## src/rtl/adc_framer_pkg.sv

```systemverilog
// Shared types for the stereo ADC framer: frame layout, pairing states, counter helper.
// Latency: n/a (package only).
// Backpressure: n/a (package only).
package adc_framer_pkg;

    localparam int SAMPLE_W_DEF = 12;

    // Left channel occupies the MSBs of a frame.
    typedef struct packed {
        logic [SAMPLE_W_DEF-1:0] left;
        logic [SAMPLE_W_DEF-1:0] right;
    } frame_t;

    typedef enum logic [1:0] {
        IDLE,
        HAVE_L,
        HAVE_R
    } pair_state_t;

    // Increment v, holding at the all-ones value of a w-bit counter.
    function automatic logic [31:0] sat_inc(input logic [31:0] v, input int unsigned w);
        logic [31:0] max_v;
        max_v = (w >= 32) ? 32'hFFFF_FFFF : ((32'd1 << w) - 32'd1);
        return (v >= max_v) ? v : v + 32'd1;
    endfunction

endpackage

```

## src/rtl/sync_fifo.sv

```systemverilog
// Generic show-ahead FIFO: head entry visible on o_dout whenever !o_empty.
// Latency: push on cycle N is visible at the head on N+1 when the FIFO was empty.
// Backpressure: push while full is refused unless a pop happens in the same cycle.
// Ports: clock/reset, i_push/i_din write side, i_pop/o_dout read side,
//        o_full/o_empty/o_level occupancy status.
module sync_fifo #(
    parameter int W     = 24,
    parameter int DEPTH = 8
) (
    input  logic                     clock,
    input  logic                     reset,
    input  logic                     i_push,
    input  logic [W-1:0]             i_din,
    input  logic                     i_pop,
    output logic [W-1:0]             o_dout,
    output logic                     o_full,
    output logic                     o_empty,
    output logic [$clog2(DEPTH):0]   o_level
);

    localparam int AW = $clog2(DEPTH);
    localparam int LW = AW + 1;

    logic [W-1:0]  r_mem [DEPTH];
    logic [AW-1:0] r_wr_ptr;
    logic [AW-1:0] r_rd_ptr;
    logic [LW-1:0] r_level;
    logic          w_do_push;
    logic          w_do_pop;

    assign o_full    = (r_level == LW'(DEPTH));
    assign o_empty   = (r_level == '0);
    assign o_level   = r_level;
    assign w_do_pop  = i_pop & ~o_empty;
    // A pop frees the slot in the same cycle, so a full FIFO can still take a push.
    assign w_do_push = i_push & (~o_full | w_do_pop);
    // Gate the head so the output reads zero when nothing is stored.
    assign o_dout    = o_empty ? '0 : r_mem[r_rd_ptr];

    always_ff @(posedge clock) begin
        if (w_do_push) begin
            r_mem[r_wr_ptr] <= i_din;
        end
    end

    // Pointers wrap naturally because DEPTH is a power of two.
    always_ff @(posedge clock) begin
        if (reset) begin
            r_wr_ptr <= '0;
            r_rd_ptr <= '0;
            r_level  <= '0;
        end else begin
            if (w_do_push) r_wr_ptr <= r_wr_ptr + AW'(1);
            if (w_do_pop)  r_rd_ptr <= r_rd_ptr + AW'(1);
            case ({w_do_push, w_do_pop})
                2'b10:   r_level <= r_level + LW'(1);
                2'b01:   r_level <= r_level - LW'(1);
                default: r_level <= r_level;
            endcase
        end
    end

endmodule

```

## src/rtl/adc_stereo_framer.sv

```systemverilog
// Pairs independent left/right sample strobes into stereo frames and queues them.
// Latency: completing strobe on cycle N -> out_valid on N+1 when the queue was empty.
// Backpressure: out_ready stalls the queue; frames arriving while full are dropped and counted.
// Ports: clock/reset, enable, clear_stats, ldata/lstrb, rdata/rstrb inputs;
//        out_data/out_valid/out_ready stream; fifo_level, overflow_cnt, desync_cnt status.
// The frame layout follows the package sample width, so SAMPLE_W must equal SAMPLE_W_DEF.
module adc_stereo_framer
    import adc_framer_pkg::*;
#(
    parameter int SAMPLE_W     = SAMPLE_W_DEF,
    parameter int FIFO_DEPTH   = 8,
    parameter int PAIR_TIMEOUT = 64,
    parameter int CNT_W        = 16
) (
    input  logic                          clock,
    input  logic                          reset,
    input  logic                          enable,
    input  logic                          clear_stats,
    input  logic [SAMPLE_W-1:0]           ldata,
    input  logic                          lstrb,
    input  logic [SAMPLE_W-1:0]           rdata,
    input  logic                          rstrb,
    output logic [2*SAMPLE_W-1:0]         out_data,
    output logic                          out_valid,
    input  logic                          out_ready,
    output logic [$clog2(FIFO_DEPTH):0]   fifo_level,
    output logic [CNT_W-1:0]              overflow_cnt,
    output logic [CNT_W-1:0]              desync_cnt
);

    localparam int TMO_W = $clog2(PAIR_TIMEOUT + 1);

    pair_state_t         r_state, w_state_nxt;
    logic [TMO_W-1:0]    r_tmo, w_tmo_nxt;
    logic [SAMPLE_W-1:0] r_left, w_left_nxt;
    logic [SAMPLE_W-1:0] r_right, w_right_nxt;
    logic [CNT_W-1:0]    r_ovf_cnt;
    logic [CNT_W-1:0]    r_dsy_cnt;
    frame_t              w_frame;
    logic                w_push;
    logic                w_desync;
    logic                w_pop;
    logic                w_full;
    logic                w_empty;
    logic                w_tmo_hit;

    assign w_tmo_hit = (r_tmo == TMO_W'(PAIR_TIMEOUT - 1));

    always_ff @(posedge clock) begin
        if (reset) begin
            r_state <= IDLE;
            r_tmo   <= '0;
            r_left  <= '0;
            r_right <= '0;
        end else begin
            r_state <= w_state_nxt;
            r_tmo   <= w_tmo_nxt;
            r_left  <= w_left_nxt;
            r_right <= w_right_nxt;
        end
    end

    always_comb begin
        w_state_nxt   = r_state;
        w_tmo_nxt     = r_tmo;
        w_left_nxt    = r_left;
        w_right_nxt   = r_right;
        w_push        = 1'b0;
        w_desync      = 1'b0;
        w_frame.left  = ldata;
        w_frame.right = rdata;
        if (!enable) begin
            // Disabling drops any half pair silently.
            w_state_nxt = IDLE;
            w_tmo_nxt   = '0;
        end else begin
            case (r_state)
                IDLE: begin
                    w_tmo_nxt = '0;
                    if (lstrb && rstrb) begin
                        w_push = 1'b1;
                    end else if (lstrb) begin
                        w_left_nxt  = ldata;
                        w_state_nxt = HAVE_L;
                    end else if (rstrb) begin
                        w_right_nxt = rdata;
                        w_state_nxt = HAVE_R;
                    end
                end
                HAVE_L: begin
                    if (rstrb) begin
                        // A fresh left alongside the partner supersedes the held one.
                        w_frame.left = lstrb ? ldata : r_left;
                        w_push       = 1'b1;
                        w_desync     = lstrb;
                        w_state_nxt  = IDLE;
                        w_tmo_nxt    = '0;
                    end else if (lstrb) begin
                        w_left_nxt = ldata;
                        w_desync   = 1'b1;
                        w_tmo_nxt  = '0;
                    end else if (w_tmo_hit) begin
                        w_desync    = 1'b1;
                        w_state_nxt = IDLE;
                        w_tmo_nxt   = '0;
                    end else begin
                        w_tmo_nxt = r_tmo + TMO_W'(1);
                    end
                end
                HAVE_R: begin
                    if (lstrb) begin
                        w_frame.right = rstrb ? rdata : r_right;
                        w_push        = 1'b1;
                        w_desync      = rstrb;
                        w_state_nxt   = IDLE;
                        w_tmo_nxt     = '0;
                    end else if (rstrb) begin
                        w_right_nxt = rdata;
                        w_desync    = 1'b1;
                        w_tmo_nxt   = '0;
                    end else if (w_tmo_hit) begin
                        w_desync    = 1'b1;
                        w_state_nxt = IDLE;
                        w_tmo_nxt   = '0;
                    end else begin
                        w_tmo_nxt = r_tmo + TMO_W'(1);
                    end
                end
                default: begin
                    w_state_nxt = IDLE;
                    w_tmo_nxt   = '0;
                end
            endcase
        end
    end

    assign w_pop = out_valid & out_ready;

    sync_fifo #(
        .W     (2*SAMPLE_W),
        .DEPTH (FIFO_DEPTH)
    ) u_fifo (
        .clock   (clock),
        .reset   (reset),
        .i_push  (w_push),
        .i_din   (w_frame),
        .i_pop   (w_pop),
        .o_dout  (out_data),
        .o_full  (w_full),
        .o_empty (w_empty),
        .o_level (fifo_level)
    );

    assign out_valid = ~w_empty;

    // Clearing wins over an increment landing on the same edge.
    always_ff @(posedge clock) begin
        if (reset || clear_stats) begin
            r_ovf_cnt <= '0;
            r_dsy_cnt <= '0;
        end else begin
            if (w_push && w_full && !w_pop) r_ovf_cnt <= CNT_W'(sat_inc(32'(r_ovf_cnt), CNT_W));
            if (w_desync)                   r_dsy_cnt <= CNT_W'(sat_inc(32'(r_dsy_cnt), CNT_W));
        end
    end

    assign overflow_cnt = r_ovf_cnt;
    assign desync_cnt   = r_dsy_cnt;

endmodule

```

## config.mk

```make
export PLATFORM = sky130hd
export DESIGN_NAME = adc_stereo_framer
export DESIGN_NICKNAME = d
export VERILOG_FILES = /design/src/rtl/adc_framer_pkg.sv /design/src/rtl/sync_fifo.sv /design/src/rtl/adc_stereo_framer.sv
export SDC_FILE = /design/constraint.sdc
export NUM_CORES = 1
export LEC_CHECK = 0
export ABC_AREA = 0
export CORE_MARGIN = 3
export CORE_UTILIZATION = 51
export DETAILED_ROUTE_END_ITERATION = 7
export PLACE_DENSITY = 0.71
export SYNTH_ARGS = -nofsm -noshare
export SYNTH_HDL_FRONTEND = slang
export SYNTH_SLANG_ARGS = --single-unit
```

## constraint.sdc

```tcl
create_clock -name clock -period 7.5 [get_ports clock]
set_input_delay 1.5 -clock clock [delete_from_list [all_inputs] [get_ports clock]]
set_output_delay 1.5 -clock clock [all_outputs]
set_load 0.005 [all_outputs]
```

==> run_results.csv, run 1 <==
group,metric,value,unit
power_and_ir_drop,sequentialPowerShare,0.458,
setup_path,worstPathMaxFanout,25,
logic_synthesis,synthFlopType,"edfxtp_1",
logic_synthesis,synth_area,11200,um2
logic_synthesis,synth.avg_cell_area,15.1,um2
route,firstDrtPassIters,5,
logic_synthesis,synth_edf_count,192,
die,rows,53,
power_and_ir_drop,switchingPower,895,uW
logic_synthesis,synth_warnings,0,
cells_and_area,layout-drive-gt1-share,0.164,
setup_path,crit_type,"flip-flop to primary output",
setup_path,arrival,3.36,ns
route,via_count,6786,
placement,routabilityCongestion,0.840,
job,max-cap-violations,0,
power_and_ir_drop,pwr-share-clk,0.359,
placement,place_hpwl,14.5,mm
setup_path,crit_path_end_kind,"primary output",
die,num_io_pins,92,
timing,setup_viol,0,
global_route,grt_pass1_wl,38.6,mm
timing,rsz0062_at_grt,"false",
logic_synthesis,ys_seq_area_frac,0.653,
route,post_drt_via_cell_ratio,5.95,
cts,cts_root_buf,"clkbuf_16",
cts,cts_buffers,28,
logic_synthesis,synthArstFlopShare,0,
route,drc,0,
global_route,grt_max_degree,49,
logic_synthesis,syn_inst,742,
die,die-area,23800,um2
placement,dpl-instance-area,12500,um2
power_and_ir_drop,power_frac_comb,0.182,
timing,fin_worst_skew,0.0169,ns
setup_path,crit_family,"buffers and inverters",
timing,min_period_over_period,0.648,
setup_path,crit_buf_inv,2,
cts,clkTransAtPathRegs,0.06,ns
logic_synthesis,synthesis.nets,785,
cts,cts_tree,"yes",
placement,place_ws,3.00,ns
die,start_util,0.526,
global_route,grt_pass1_vias,6922,
global_route,antenna_found_initial,1,
route,postRouteAntennaNets,0,
timing,relSlewSlack,0.410,
logic_synthesis,synth_cell_type_count,58,
die,die_w,154,um
power_and_ir_drop,power.density,274,nW/um2
placement,io_buffers,91,
global_route,grt.total_usage,0.204,
setup_path,slowest_delay,0.89,ns
cts,postCtsHoldBufs,0,
cells_and_area,fillCellCount,1588,
power_and_ir_drop,irDropWorstVdd,0.000177,V
route,dr.first_iter.drc_count,555,
timing,hold_viol,0,
route,wirelength,24.3,mm
setup_path,start_kind,"flip-flop",
timing,worst_slack,2.64,ns
cts,clkLatencyLatePin,0.54,ns
timing,min_period,4.86,ns
timing,setup_tns,0,ns
cts,post-cts-setup-buffers,0,
route,wl_per_cell,21.3,um
cts,cts_resized,0,
cells_and_area,nets,886,
power_and_ir_drop,netSwitchingFraction,0.245,
timing,slew_viol_final,0,
setup_path,cp_cell_sequence,"buf_4, mux4_2, mux2i_1, nor2_1, clkdlybuf4s50_1",
cts,clockBufferDepth,3,
timing,fmax,206,MHz
setup_path,required,6.00,ns
power_and_ir_drop,leakagePower,0.00427,uW
status,outcome,"finished, final reports clean",
power_and_ir_drop,p_int,2760,uW
cts,htreeDepth,1,
die,core_area,21400,um2
cts,cts_num_sinks,270,
setup_path,regToRegSetupSlack,4.35,ns
die,fp.dieH,154,um
cells_and_area,design_area,13300,um2
min_path,hp-class,"flip-flop to flip-flop",
logic_synthesis,ys_seq_elements,270,
cells_and_area,area_delta_synth_final,18.9,%
setup_path,slowest_stage,"dfxtp_2",
global_route,grt.overflow.total,0,
timing,worst_pin_slew,0.885,ns
-- per-stage QoR --
stage / power, uW / hold slack, ns / std cells / utilization
floorplan: 2100 / 0.430 / 742 / -
global placement: 2370 / 0.444 / 1088 / 0.584
finish: 3660 / 0.485 / 1140 / 0.625
global route: 3800 / 0.501 / 1140 / 0.625
CTS: 3700 / 0.486 / 1139 / 0.625
detailed placement: 2390 / 0.479 / 1088 / 0.584
-- worst paths after layout --
| kind | start | to | cells after the start |
|---|---|---|---|
| max | flip-flop | out_data[0] | 5 |
| min | r_tmo[0] | r_tmo[0] | 1 |
| max reg2reg | u_fifo.o_level[1] | u_fifo.o_level[2] | 10 |
| min reg2reg | r_tmo[0] | r_tmo[0] | 1 |
-- flip-flops by register name (all words and copies together) (netlist names), named ones only --
register,flops
r_state,2
u_fifo.o_level,4
u_fifo.r_wr_ptr,3
u_fifo.r_mem,192
overflow_cnt,16
r_left,12
r_right,12
r_tmo,7
desync_cnt,16
u_fifo.r_rd_ptr,3
-- Yosys cell counts (3+ instances only) --
cell       instances  share of area
nor4_1             3         0.0017
and4_1             5         0.0039
o211ai_1           6         0.0040
nor2b_1            5         0.0028
nand2b_1           6         0.0033
mux2_2            24          0.024
edfxtp_1         192           0.51
nand2_1           19         0.0064
inv_1              5         0.0017
xnor2_1            3         0.0023
nor3_1            12         0.0054
nand3_1           19         0.0085
and2_1             4         0.0022
dfxtp_1           78           0.14
or4_1              7         0.0047
buf_1              5         0.0017
nand4_1            6         0.0033
xor2_1            18          0.014
mux2i_1           55          0.049
and3_1             8         0.0045
clkbuf_1          20         0.0067
o21ai_0           12         0.0054
or3_1             12         0.0067
mux4_2            48          0.096
o31ai_1            5         0.0033
nor2_1            89          0.030
buf_2              7         0.0031
o2111ai_1          3         0.0023
a21oi_1           19         0.0085
ha_1              12          0.013
-- kinds of logic after synthesis --
logic type | synth area share
flops | 0.653
simple gates | 0.0936
mux | 0.169
compound gates | 0.0403
buf+inv | 0.0142
xor+xnor | 0.0164
fa+ha+maj | 0.0134
-- worst register-to-register path, cell delays in order (launching register included) --
cell and delay [ns]:
dfxtp_1 0.39, or3_1 0.47, or3b_2 0.50, nand3_1 0.36
ha_1 0.34, xor2_1 0.18, ha_1 0.16, a21oi_1 0.05
xor2_1 0.16, or3_1 0.31, a21oi_1 0.14
-- layout make-up --
type,count,area (um2),share of cell area
Clock buffer,38,748,0.0561
Inverter,5,18.8,0.00141
Timing Repair Buffer,104,1010,0.0755
Clock inverter,13,121,0.00909
Multi-Input combinational cell,434,3780,0.283
Antenna cell,1,2.50,0.000187
Sequential cell,270,7330,0.549
Tap cell,275,344,0.0258
-- cell usage in the layout (no fill, tap or decap), drive strengths merged, types with 3 or more instances in the layout --
| master | n |
|---|---|
| a211oi | 3 |
| a21oi | 19 |
| and2 | 4 |
| and3 | 8 |
| and4 | 6 |
| buf | 13 |
| clkbuf | 38 |
| clkdlybuf4s50 | 91 |
| clkinv | 11 |
| dfxtp | 78 |
| edfxtp | 192 |
| ha | 12 |
| inv | 5 |
| mux2 | 24 |
| mux2i | 55 |
| mux4 | 48 |
| nand2 | 19 |
| nand2b | 6 |
| nand3 | 20 |
| nand4 | 7 |
| nor2 | 89 |
| nor2b | 5 |
| nor3 | 12 |
| nor4 | 3 |
| o2111ai | 4 |
| o211ai | 6 |
| o21ai | 13 |
| o31ai | 5 |
| or3 | 12 |
| or4 | 8 |
| xnor2 | 3 |
| xor2 | 18 |
-- power by group through the flow --
stage                     registers [uW]  clock network (uW)  logic, uW
after detailed placement            1710                   0        677
after global placement              1710                   0        659
final                               1680                1310        667
after global routing                1680                1400        724
after floorplan                     1670                   0        427
after CTS                           1680                1340        681
-- layer usage --
metal | wire length, um | global-route usage
met3 | 1570 | 0.0333
met4 | 482 | 0.0513
met2 | 12100 | 0.346
met1 | 10200 | 0.278
met5 | 0 | 0
Note: power is estimated with default switching activity, not from simulation.
==> run 2: changes to the inputs <==
clock period = 4.9 ns   (was 7.5 ns; I/O delays follow)
==> run 2 against run 1 <==
Compared with the run above: worst hold slack worse by 0.0094 ns; clock skew is 0.0040 ns higher; final cell count is 0.61% higher; largest cell class unchanged.
==> run_results.csv, run 2 (synthesis results as in run 1) <==
group,metric,value,unit
job,max-cap-violations,0,
route,postRouteAntennaNets,0,
timing,worst_pin_slew,1.07,ns
route,firstDrtPassIters,5,
setup_path,cp_cell_sequence,"buf_4, mux4_2, mux2i_1, nor2_1, clkdlybuf4s50_1",
setup_path,arrival,2.93,ns
power_and_ir_drop,irDropWorstVdd,0.000261,V
cells_and_area,fillCellCount,1545,
timing,fin_worst_skew,0.0209,ns
global_route,grt.overflow.total,0,
timing,min_period,3.91,ns
min_path,hp-class,"flip-flop to flip-flop",
setup_path,crit_type,"flip-flop to primary output",
setup_path,required,3.92,ns
die,die_w,154,um
setup_path,start_kind,"flip-flop",
cts,cts_root_buf,"clkbuf_16",
timing,min_period_over_period,0.797,
cells_and_area,area_delta_synth_final,19.9,%
placement,place_hpwl,14.6,mm
timing,fmax,256,MHz
power_and_ir_drop,power,5710,uW
cells_and_area,final_common_cell,"edfxtp_1",
route,post_drt_via_cell_ratio,5.84,
die,core_area,21400,um2
route,drc,0,
cts,cts_num_sinks,270,
die,die-area,23800,um2
min_path,worstHoldStart,"r_tmo[0]",
cells_and_area,top_register,"u_fifo.r_mem",
timing,setup_tns,0,ns
setup_path,crit_path_end_kind,"primary output",
power_and_ir_drop,leakagePower,0.00434,uW
die,start_util,0.526,
setup_path,r2r_start,"u_fifo.o_level[0]",
timing,slew_viol_final,0,
die,num_io_pins,92,
timing,hold_viol,0,
cells_and_area,multiInputGateArea,3780,um2
global_route,grt_pass1_wl,37.5,mm
cells_and_area,nets,891,
cts,cts_tree,"yes",
timing,rsz0062_at_grt,"false",
cts,htreeDepth,1,
die,fp.dieH,154,um
route,wirelength,23.7,mm
route,wl_per_cell,20.6,um
setup_path,slowest_delay,0.87,ns
timing,relSlewSlack,0.283,
power_and_ir_drop,power.density,424,nW/um2
cts,postCtsHoldBufs,0,
status,outcome,"finished, final reports clean",
setup_path,slowest_stage,"dfxtp_2",
cells_and_area,most-common-layout-cells,"edfxtp_1 (192), clkdlybuf4s50_1 (91), nor2_1 (85)",
setup_path,worstPathMaxFanout,31,
cts,post-cts-setup-buffers,0,
placement,io_buffers,91,
cells_and_area,layout-drive-gt1-share,0.176,
cts,clkLatencyLatePin,0.54,ns
cts,cts_resized,0,
cells_and_area,largest_reg_flops,192,
setup_path,crit_family,"buffers and inverters",
cts,clkTransAtPathRegs,0.06,ns
route,dr.first_iter.drc_count,451,
placement,place_ws,0.983,ns
global_route,grt_pass1_vias,6882,
cts,clockBufferDepth,3,
global_route,antenna_found_initial,2,
placement,routabilityCongestion,0.812,
route,via_count,6700,
timing,setup_viol,0,
setup_path,crit_buf_inv,2,
global_route,grt.total_usage,0.198,
cts,cts_buffers,28,
timing,worst_slack,0.993,ns
global_route,grt_max_degree,43,
cells_and_area,register_area,7330,um2
die,rows,53,
run 2: cell types whose count changed in the layout (fill, tap and decap cells not counted):
cell | previous run | this run
buf_4 | 13 | 18
clkbuf_1 | 9 | 5
clkbuf_8 | 1 | 5
bufinv_16 | 2 | 3
clkinv_1 | 4 | 3
clkinv_4 | 0 | 1
diode_2 | 1 | 2
run 2: per-stage QoR:
step / std cells / hold WS [ns] / area [um2] / util
final: 1147 / 0.475 / 13500 / 0.631
after global routing: 1147 / 0.509 / 13500 / 0.631
after CTS: 1145 / 0.484 / 13500 / 0.630
after detailed placement: 1093 / 0.470 / 12500 / 0.586
after global placement: 1093 / 0.447 / 12500 / 0.586
after floorplan: 742 / 0.430 / 11200 / -
run 2: final timing paths:
check	end	slack (ns)	cells after the start
hold / removal	r_tmo[0]	0.48	1
setup / recovery	out_data[9]	0.99	5
setup reg to reg	u_fifo.o_level[2]	1.79	10
hold reg to reg	r_tmo[0]	0.48	1
run 2: cell type report:
cell class,count,share of cell area
Sequential cell,270,0.544
Multi-Input combinational cell,434,0.280
Timing Repair Buffer,109,0.0777
Clock buffer,38,0.0585
Tap cell,275,0.0256
Clock inverter,14,0.0116
Inverter,5,0.00139
Antenna cell,2,0.000372
run 2: power by group:
group          switching (uW)  total (uW)  internal, uW
registers                42.8        2530          2490
logic                     481        1060           575
clock network             842        2120          1280
run 2: routing by layer:
layer	track usage	wire length [um]	part of all wire	up-vias
met5	0	0	0	-
met4	0.0685	643	0.027	0
met3	0.0330	1230	0.052	37
met2	0.340	12200	0.51	184
met1	0.256	9650	0.41	3389
li1	-	-	-	3090
